--- src/rtl/prio_decoder_q.sv ---
// Purpose : decodes 2-bit priority codes {x,y} to one-hot lines, buffers them, counts hits per line.
// Latency : a code pushed at edge N is presented on d/out_valid after edge N; cnt trails hit by one edge.
// Backpres: code_ready drops when the FIFO is full (not pop-aware); d/out_valid hold while !out_ready.
//
// Ports:
//   clk, rst              rising-edge clock, synchronous active-high reset
//   code_valid/code_ready push handshake for the code {x,y}
//   x, y                  code MSB / LSB
//   out_valid/out_ready   pop handshake for the decoded line d[3:0]
//   d                     one-hot decoded line, 4'b0000 when nothing is held
//   level                 FIFO occupancy, 0..DEPTH
//   cnt_sel/cnt_clr/cnt   hit-counter readback select, clear-all, registered readback value

// Generic synchronous FIFO: storage plus occupancy tracking.
// Purpose : W-bit wide, DEPTH-entry circular buffer with an occupancy count.
// Latency : written data is readable on dout_o after the write edge.
// Backpres: caller gates push_i/pop_i against full/empty; this block trusts them.
module pdq_fifo #(
   parameter int W     = 4,
   parameter int DEPTH = 4
) (
   input  logic                       clk,
   input  logic                       rst,
   input  logic                       push_i,
   input  logic [W-1:0]               din_i,
   input  logic                       pop_i,
   output logic [W-1:0]               dout_o,
   output logic [$clog2(DEPTH):0]     level_o
);
   localparam int PW = $clog2(DEPTH);
   localparam int LW = PW + 1;

   logic [W-1:0]  mem_q [DEPTH];
   logic [PW-1:0] wr_ptr_q, wr_ptr_d;
   logic [PW-1:0] rd_ptr_q, rd_ptr_d;
   logic [LW-1:0] level_q, level_d;

   // Pointers are log2(DEPTH) wide, so the +1 wraps modulo DEPTH naturally.
   always_comb begin
      wr_ptr_d = wr_ptr_q;
      rd_ptr_d = rd_ptr_q;
      level_d  = level_q;
      if (push_i) wr_ptr_d = wr_ptr_q + 1'b1;
      if (pop_i)  rd_ptr_d = rd_ptr_q + 1'b1;
      case ({push_i, pop_i})
         2'b10:   level_d = level_q + 1'b1;
         2'b01:   level_d = level_q - 1'b1;
         default: level_d = level_q;
      endcase
   end

   always_ff @(posedge clk) begin
      if (rst) begin
         wr_ptr_q <= '0;
         rd_ptr_q <= '0;
         level_q  <= '0;
      end else begin
         wr_ptr_q <= wr_ptr_d;
         rd_ptr_q <= rd_ptr_d;
         level_q  <= level_d;
      end
   end

   // Storage is not reset: stale entries are never presented because
   // the consumer only looks at dout_o while level_o != 0.
   always_ff @(posedge clk) begin
      if (push_i && !rst) mem_q[wr_ptr_q] <= din_i;
   end

   assign dout_o  = mem_q[rd_ptr_q];
   assign level_o = level_q;
endmodule

module prio_decoder_q #(
   parameter int DEPTH = 4,
   parameter int CNT_W = 8
) (
   input  logic                       clk,
   input  logic                       rst,
   input  logic                       code_valid,
   output logic                       code_ready,
   input  logic                       x,
   input  logic                       y,
   output logic                       out_valid,
   input  logic                       out_ready,
   output logic [3:0]                 d,
   output logic [$clog2(DEPTH):0]     level,
   input  logic [1:0]                 cnt_sel,
   input  logic                       cnt_clr,
   output logic [CNT_W-1:0]           cnt
);
   localparam int LW = $clog2(DEPTH) + 1;
   localparam logic [LW-1:0] FULL_LVL = LW'(DEPTH);

   typedef struct packed {
      logic       vld;
      logic [3:0] line;
   } meta_t;

   logic [3:0]       onehot_dat;
   logic [3:0]       head_dat;
   logic [LW-1:0]    level_dat;
   logic             push;
   logic             pop;
   meta_t            popped;

   logic [CNT_W-1:0] hit_q [4];
   logic [CNT_W-1:0] hit_d [4];
   logic [CNT_W-1:0] cnt_q, cnt_d;

   // Decode at write time so the FIFO holds ready-to-present one-hot lines.
   always_comb begin
      onehot_dat = 4'b0000;
      onehot_dat[{x, y}] = 1'b1;
   end

   // Ready depends only on occupancy (and reset), never on a same-cycle pop.
   assign code_ready = !rst && (level_dat != FULL_LVL);
   assign out_valid  = (level_dat != '0);
   assign push       = code_valid && code_ready;
   // A pop in the reset cycle is discarded along with the FIFO contents.
   assign pop        = out_valid && out_ready && !rst;

   pdq_fifo #(
      .W     (4),
      .DEPTH (DEPTH)
   ) u_fifo (
      .clk     (clk),
      .rst     (rst),
      .push_i  (push),
      .din_i   (onehot_dat),
      .pop_i   (pop),
      .dout_o  (head_dat),
      .level_o (level_dat)
   );

   assign d     = out_valid ? head_dat : 4'b0000;
   assign level = level_dat;

   always_comb begin
      popped.vld  = pop;
      popped.line = head_dat;
   end

   // Saturating per-line hit counters; clear beats increment.
   always_comb begin
      for (int i = 0; i < 4; i++) begin
         hit_d[i] = hit_q[i];
         if (cnt_clr) begin
            hit_d[i] = '0;
         end else if (popped.vld && popped.line[i] && (hit_q[i] != {CNT_W{1'b1}})) begin
            hit_d[i] = hit_q[i] + 1'b1;
         end
      end
      cnt_d = hit_q[cnt_sel];
   end

   always_ff @(posedge clk) begin
      if (rst) begin
         for (int i = 0; i < 4; i++) hit_q[i] <= '0;
         cnt_q <= '0;
      end else begin
         for (int i = 0; i < 4; i++) hit_q[i] <= hit_d[i];
         cnt_q <= cnt_d;
      end
   end

   assign cnt = cnt_q;
endmodule
--- config.mk ---
export PLATFORM = sky130hd
export DESIGN_NAME = prio_decoder_q
export DESIGN_NICKNAME = d
export VERILOG_FILES = /design/src/rtl/prio_decoder_q.sv
export SDC_FILE = /design/constraint.sdc
export NUM_CORES = 1
export LEC_CHECK = 0
export ABC_AREA = 1
export CORE_ASPECT_RATIO = 0.5
export CORE_MARGIN = 4
export CORE_UTILIZATION = 51
export DETAILED_ROUTE_END_ITERATION = 8
export PLACE_DENSITY = 0.71
export SYNTH_ARGS = -nofsm -noshare
export SYNTH_HDL_FRONTEND = slang
export SYNTH_SLANG_ARGS = --single-unit
--- constraint.sdc ---
create_clock -name clk -period 2.7 [get_ports clk]
set_input_delay 0.54 -clock clk [delete_from_list [all_inputs] [get_ports clk]]
set_output_delay 0.54 -clock clk [all_outputs]
set_load 0.01 [all_outputs]
**Word-level counts from Yosys, hierarchy flattened**

Memories as Yosys holds them, arrays and structs flattened. A register that Yosys moved wholly into a read port is not among the register bits.
Index checks and enable logic that the tools add are counted.

- Register bits after elaboration: 7
- Memory bits (writable): 48
- Memories kept: 2

Memory list:

| name | depth | width | read ports | clocked after memory_dff | wr ports | RTL line | text |
|---|---|---|---|---|---|---|---|
| hit_q | 4 | 8 | 5 | 1 | 4 | 107 | `logic [CNT_W-1:0] hit_q [4];` |
| u_fifo.mem_q | 4 | 4 | 1 | 1 | 1 | 33 | `logic [W-1:0] mem_q [DEPTH];` |

- Add/subtract/negate cells: 8
- Mux-type cells: 23
- Equal/unequal tests: 7
- Reduce and logical (&&, ||, !) cells: 17
- Bitwise logic cells: 4
- Order comparisons: 2

Operators with widths:

| cell | number |
|---|---|
| $mux W8 | 12 |
| $add A8 B1 Y8 const B | 4 |
| $ne A8 B8 Y1 const B | 4 |
| $logic_and A1 B1 Y1 | 14 |
| $mux W1 | 6 |
| $pmux W3 S2 | 1 |
| $add A2 B1 Y2 const B | 2 |
| $mux W2 | 2 |
| $mux W4 | 1 |
| $or A1 B1 Y1 | 4 |
| $add A3 B1 Y3 const B | 1 |
| $lt A2 B3 Y1 const B | 1 |
| $ne A3 B3 Y1 const B | 1 |
| $reduce_bool A3 Y1 | 1 |
| $sub A3 B1 Y3 const B | 1 |
| $demux W1 S2 | 1 |
| $eq A2 B1 Y1 const B | 1 |
| $eq A2 B2 Y1 const B | 1 |
| $ge A2 B1 Y1 const B | 1 |
| $reduce_bool A2 Y1 | 1 |
| $logic_not A1 Y1 | 1 |

**Longest topological paths before layout**

- Depth after elaboration: 8
- Gate-level depth with buffers: 11
- Gate-level depth less buffers: 10

**Cells and area by module**

A second synthesis with hierarchy kept.

- Cells, all modules: 481
- Area total of the unflattened synthesis: 3512.1 sq um

By module, submodules not included:

| module | times used | area each (sq um) | seq. area each (sq um) | cells each |
|---|---|---|---|---|
| prio_decoder_q | 1 | 2471.1 | 800.8 | 386 |
| pdq_fifo | 1 | 1041.0 | 660.6 | 95 |

**Worst setup path before layout**

OpenSTA, ideal clock, no wires.

- Kind: in2reg
- Start: input port rst
- End: register u_fifo.level_q[1], in the netlist u_fifo.level_o[1]
- Stages on the path: 9
- Data required time: 2636 ps
- Path slack: 570 ps
- Buffers on the path: 1
- Arrival: 2066 ps
- Path through: buf_2 > a21oi_1 > nand2_1 > ha_1 > inv_1 > fa_1 > nor2_1 > a21oi_1 > nor2_1

- Word-level cells in the longest chain between the ends: 5
- Elaborated cells between the ends (all ways): 8
- Those cells by class: eq/ne (2); mux (1); reduce/logical (5)

Ends and longest elaborated chain:

| item | RTL line | text |
|---|---|---|
| from (decl) | 79 | `input logic rst,` |
| $logic_not A1 Y1 (*) | 118 | `assign code_ready = !rst && (level_dat != FULL_LVL);` |
| $logic_and A1 B1 Y1 (*) | 118 |  |
| net code_ready | 81 | `output logic code_ready,` |
| $logic_and A1 B1 Y1 (*) | 120 | `assign push = code_valid && code_ready;` |
| $eq A2 B1 Y1 / $eq A2 B2 Y1 (equally long branches) | 45 | `case ({push_i, pop_i})` |
| $pmux W3 S2 / $reduce_bool A2 Y1 (equally long branches) | n/a |  |
| to (signal assigned) | 60 | `level_q <= level_d;` |
| to (decl) | 36 | `logic [LW-1:0] level_q, level_d;` |

The timed path passes the listed nets; every way through them passes the cells marked *.
A chain may end at the register's enable or synchronous reset.

==> impl_table.tex <==
\begin{tabular}{lr}
\hline
Metric & Value \\
\hline
\multicolumn{2}{l}{\textbf{Outcome}} \\
Outcome & complete, no violations \\
\multicolumn{2}{l}{\textbf{Final layout}} \\
Number of diodes & 0 \\
Storage element area & around 1500 sq um \\
Fill cells & 565 \\
Total number of nets in the final design & around 540 \\
Area added between synthesis and finish & 18.8\% \\
Total area of multi-input combinational cells & around 1700 sq um \\
Share of layout cells above drive strength 1 & 6.05\% \\
\multicolumn{2}{l}{\textbf{Timing}} \\
Crit path time final & 2.47 ns \\
Maximum operating frequency & slightly above 400 MHz \\
Worst hold slack & 0.468 ns \\
Max-Slew Margin vs Limit & 64.2\% \\
Worst Clk Skew & 0.00372 ns \\
Finish-stage setup viols & 0 \\
Unrepaired setup endpoints after global routing & false \\
Share of the clock period used by the worst path & 91.5\% \\
Final Hold Violating Endpoints & 0 \\
Actual slew at the worst max-slew pin & 0.537 ns \\
Number of pins exceeding their max-slew limit in the final report & 0 \\
Summed negative setup slack over all endpoints & 0 ns \\
\multicolumn{2}{l}{\textbf{Route}} \\
TritonRoute pass-1 iters & 5 \\
Post-route DRC violation count & 0 \\
Vias per std cell & 4.94 \\
Number of nets with antenna violations after detailed routing & 0 \\
Total length of routed wires & 7.53 mm \\
1st-iter DRT viols & $\sim$200 \\
Mean routed wirelength per cell & 12.2 microns \\
Total via count in the routed design & 3045 \\
\multicolumn{2}{l}{\textbf{Floorplanning}} \\
Overall die area & 8190 sq um \\
Die X-Extent & 124 microns \\
Cell row count & 20 \\
Vertical extent of the die & about 66 microns \\
Total I/O pin count & 26 \\
CORE AREA & 6310 sq um \\
Starting density of the core & a little over half \\
\multicolumn{2}{l}{\textbf{Setup path}} \\
Worst EP arrival & between 1.5 and 2 ns \\
Start-to-end type of the worst setup path & reg2out \\
Largest fanout on the critical path & 10 \\
Crit path capture type & primary output \\
Worst endpoint required time & 2.16 ns \\
Kind of start point of the critical path & flop \\
Slack of the worst reg-to-reg path & 0.83 ns \\
R2R depth & 10 \\
Startpoint of the worst-slack reg-to-reg timing path & u\_fifo.level\_o[1] \\
Critical R2R Capture & u\_fifo.level\_o[2] \\
\multicolumn{2}{l}{\textbf{Logic synthesis}} \\
Adder-cell area share of the yosys netlist & 3.86\% \\
Register bit count reported by yosys & 65 \\
Compound-Gate Fraction of Synth Area & 11.2\% \\
Post-synth cell types & 25 \\
Multiplexer area fraction after synthesis & 0\% \\
Sequential cell area fraction in the yosys report & between 40\% and 50\% \\
XOR/XNOR share of the synthesized area & under 10\% \\
Combinational family with the most area after synthesis & simple AND/OR/NAND/NOR gates \\
Average cell area after synthesis & 6.97 sq um \\
Synthesized-area fraction occupied by and/or/nand/nor cells & 31.9\% \\
Synthesis warning total & 0 \\
Count of mapped cells out of synthesis & about 490 \\
Post-synth design cell area & 3440 sq um \\
Net count after synthesis & 512 \\
\multicolumn{2}{l}{\textbf{Placement}} \\
Routability cong. & 0.835 \\
Detailed-placement wirelength estimate & 5.45 mm \\
Port Buffer Count & 25 \\
\multicolumn{2}{l}{\textbf{CTS}} \\
Count of instances resized after the clock tree is built & 0 \\
CTS Buf Count & 9 \\
Maximum count of clock buffers along a single path & 2 \\
Clock slew seen by the registers of the worst setup and hold paths & roughly 0.050 ns \\
Clock Latency Late Sink & approximately 0.33 ns \\
CTS tree & built \\
Clk sinks & 65 \\
Level count of the clock H-tree & 3 \\
Master cell of the clock root buffer & sky130\_fd\_sc\_hd\_\_clkbuf\_16 \\
Number of post-CTS setup repair buffers & 0 \\
Hold buffer count at cts & 0 \\
\multicolumn{2}{l}{\textbf{Hold path}} \\
Number of cells traversed by the worst hold path & 2 \\
Worst hold path class & reg2reg \\
Worst hold start & u\_fifo.rd\_ptr\_q[1] \\
Endpoint with the worst hold slack & u\_fifo.rd\_ptr\_q[1] \\
\multicolumn{2}{l}{\textbf{Power and ir drop}} \\
Switching component of the power & 579 uW \\
Part of the total power dissipated in the clock network & a little under 50\% \\
Worst ir drop on vdd & 0.358 mV \\
Cell internal power dissipation & 1.92 mW \\
Logic gate share of total power & 9.9\% \\
Portion of total power attributed to sequential cells & 41.6\% \\
Share of total power consumed by net switching & between 20\% and 30\% \\
Power density cells & 612 nW/um\^{}2 \\
Static leakage power & 1.65 nW \\
\multicolumn{2}{l}{\textbf{Flow run}} \\
Number of maximum-capacitance violations & 0 \\
\multicolumn{2}{l}{\textbf{GRT}} \\
Gr usage total & between 20\% and 30\% \\
Maximum number of pins on one net before global-route repair & 31 \\
Grt ovf & 0 \\
Initial antenna violation count & 0 \\
Number of global-route vias before repair & 2654 \\
First-pass GRT wire length & 12.7 mm \\
\hline
\end{tabular}
==> cells in the final DEF, fill, tap and decap left out, types with 6 or more instances in the layout <==
cell type / count
sky130_fd_sc_hd__clkdlybuf4s50_1: 25
sky130_fd_sc_hd__ha_1: 9
sky130_fd_sc_hd__edfxtp_1: 16
sky130_fd_sc_hd__a21oi_1: 51
sky130_fd_sc_hd__clkbuf_16: 9
sky130_fd_sc_hd__nand3_1: 39
sky130_fd_sc_hd__o21ai_0: 24
sky130_fd_sc_hd__nand4_1: 7
sky130_fd_sc_hd__inv_1: 63
sky130_fd_sc_hd__buf_4: 6
sky130_fd_sc_hd__nor2_1: 78
sky130_fd_sc_hd__dfxtp_1: 49
sky130_fd_sc_hd__nand2_1: 124
==> stage by stage <==
step | total power [mW] | util (%) | std cells | cell area [sq um] | setup slack, ns
floorplan | 1.21 | - | 493 | 3440 | 0.570
finish | 2.50 | 64.7 | 617 | 4080 | 0.230
global placement | 1.30 | 59.8 | 601 | 3770 | 0.277
global route | 2.60 | 64.7 | 617 | 4080 | 0.0909
CTS | 2.52 | 64.7 | 617 | 4080 | 0.224
detailed placement | 1.31 | 59.8 | 601 | 3770 | 0.223
==> Yosys cell counts <==
cell	count	area share (%)
sky130_fd_sc_hd__dfxtp_1	49	29
sky130_fd_sc_hd__edfxtp_1	16	14
sky130_fd_sc_hd__nand3_1	39	5.7
sky130_fd_sc_hd__buf_6	3	0.98
sky130_fd_sc_hd__xnor2_1	1	0.25
sky130_fd_sc_hd__nand3_4	2	1.0
sky130_fd_sc_hd__nand2_1	124	14
sky130_fd_sc_hd__buf_4	1	0.22
sky130_fd_sc_hd__a21oi_2	1	0.25
sky130_fd_sc_hd__nor2_1	79	8.6
sky130_fd_sc_hd__ha_1	9	3.3
sky130_fd_sc_hd__fa_1	1	0.58
sky130_fd_sc_hd__inv_2	2	0.22
sky130_fd_sc_hd__buf_2	3	0.44
sky130_fd_sc_hd__nor3_1	4	0.58
sky130_fd_sc_hd__inv_1	63	6.9
sky130_fd_sc_hd__a21oi_1	51	7.4
sky130_fd_sc_hd__nor2_2	3	0.55
sky130_fd_sc_hd__inv_4	1	0.18
sky130_fd_sc_hd__xor2_1	3	0.76
sky130_fd_sc_hd__nand4_1	7	1.3
sky130_fd_sc_hd__nor2_4	2	0.66
sky130_fd_sc_hd__clkbuf_1	4	0.44
sky130_fd_sc_hd__clkinv_1	1	0.11
sky130_fd_sc_hd__o21ai_0	24	3.5
==> power by group through the flow <==
stage	Sequential [mW]	Combinational, mW	Clock (mW)
global route	1.04	0.275	1.28
global placement	1.06	0.244	0
finish	1.04	0.248	1.21
CTS	1.04	0.247	1.23
detailed placement	1.06	0.246	0
floorplan	1.06	0.150	0
==> sequential cells by signal, indices dropped and copies added (netlist names), named ones only <==
register	flops
hit_q	32
u_fifo.mem_q	16
cnt	8
u_fifo.level_o	3
u_fifo.rd_ptr_q	2
u_fifo.wr_ptr_q	2
==> critical path, cell delays in order, from the launching register on <==
cell and delay [ns]:
sky130_fd_sc_hd__dfxtp_1 0.52, sky130_fd_sc_hd__nand2_1 0.12, sky130_fd_sc_hd__nand3_1 0.10, sky130_fd_sc_hd__nand2_1 0.10
sky130_fd_sc_hd__nor2_1 0.19, sky130_fd_sc_hd__clkdlybuf4s50_1 0.57
==> cells by family (layout without fill, tap and decap cells) <==
logic type,count (synthesis),in the layout
AO/OA/AOI/OAI,76,76
XOR/XNOR,4,4
adder cells (fa/ha/maj),10,10
buffers and inverters,78,114
flip-flops,65,65
AND/OR/NAND/NOR,260,260
==> metal layers <==
layer,GRT usage (%),vias to the layer above,share of wire (%)
met5,0,-,0
met1,28.5,1310,52
met2,29.6,90,40
met3,7.44,6,7.4
li1,-,1639,-
met4,6.28,0,0.84
==> worst max-delay path by stage <==
stage                     startpoint  slack [ns]                 to  cells after the start
after detailed placement         rst        0.22  u_fifo.level_o[2]                     11
final                           flop        0.23               d[0]                      5
after global routing            flop        0.09               d[0]                      5
after global placement           rst        0.28  u_fifo.level_o[2]                     11
after CTS                       flop        0.22               d[0]                      5
after floorplan                  rst        0.57  u_fifo.level_o[1]                      9
==> layout make-up <==
| cell class | instances | area share [%] |
|---|---|---|
| Sequential cell | 65 | 35.8 |
| Clock buffer | 9 | 5.52 |
| Multi-Input combinational cell | 350 | 40.5 |
| Clock inverter | 7 | 2.08 |
| Tap cell | 88 | 2.70 |
| Timing Repair Buffer | 31 | 7.23 |
| Inverter | 67 | 6.22 |
No activity file was read; power rests on OpenSTA's default activity.
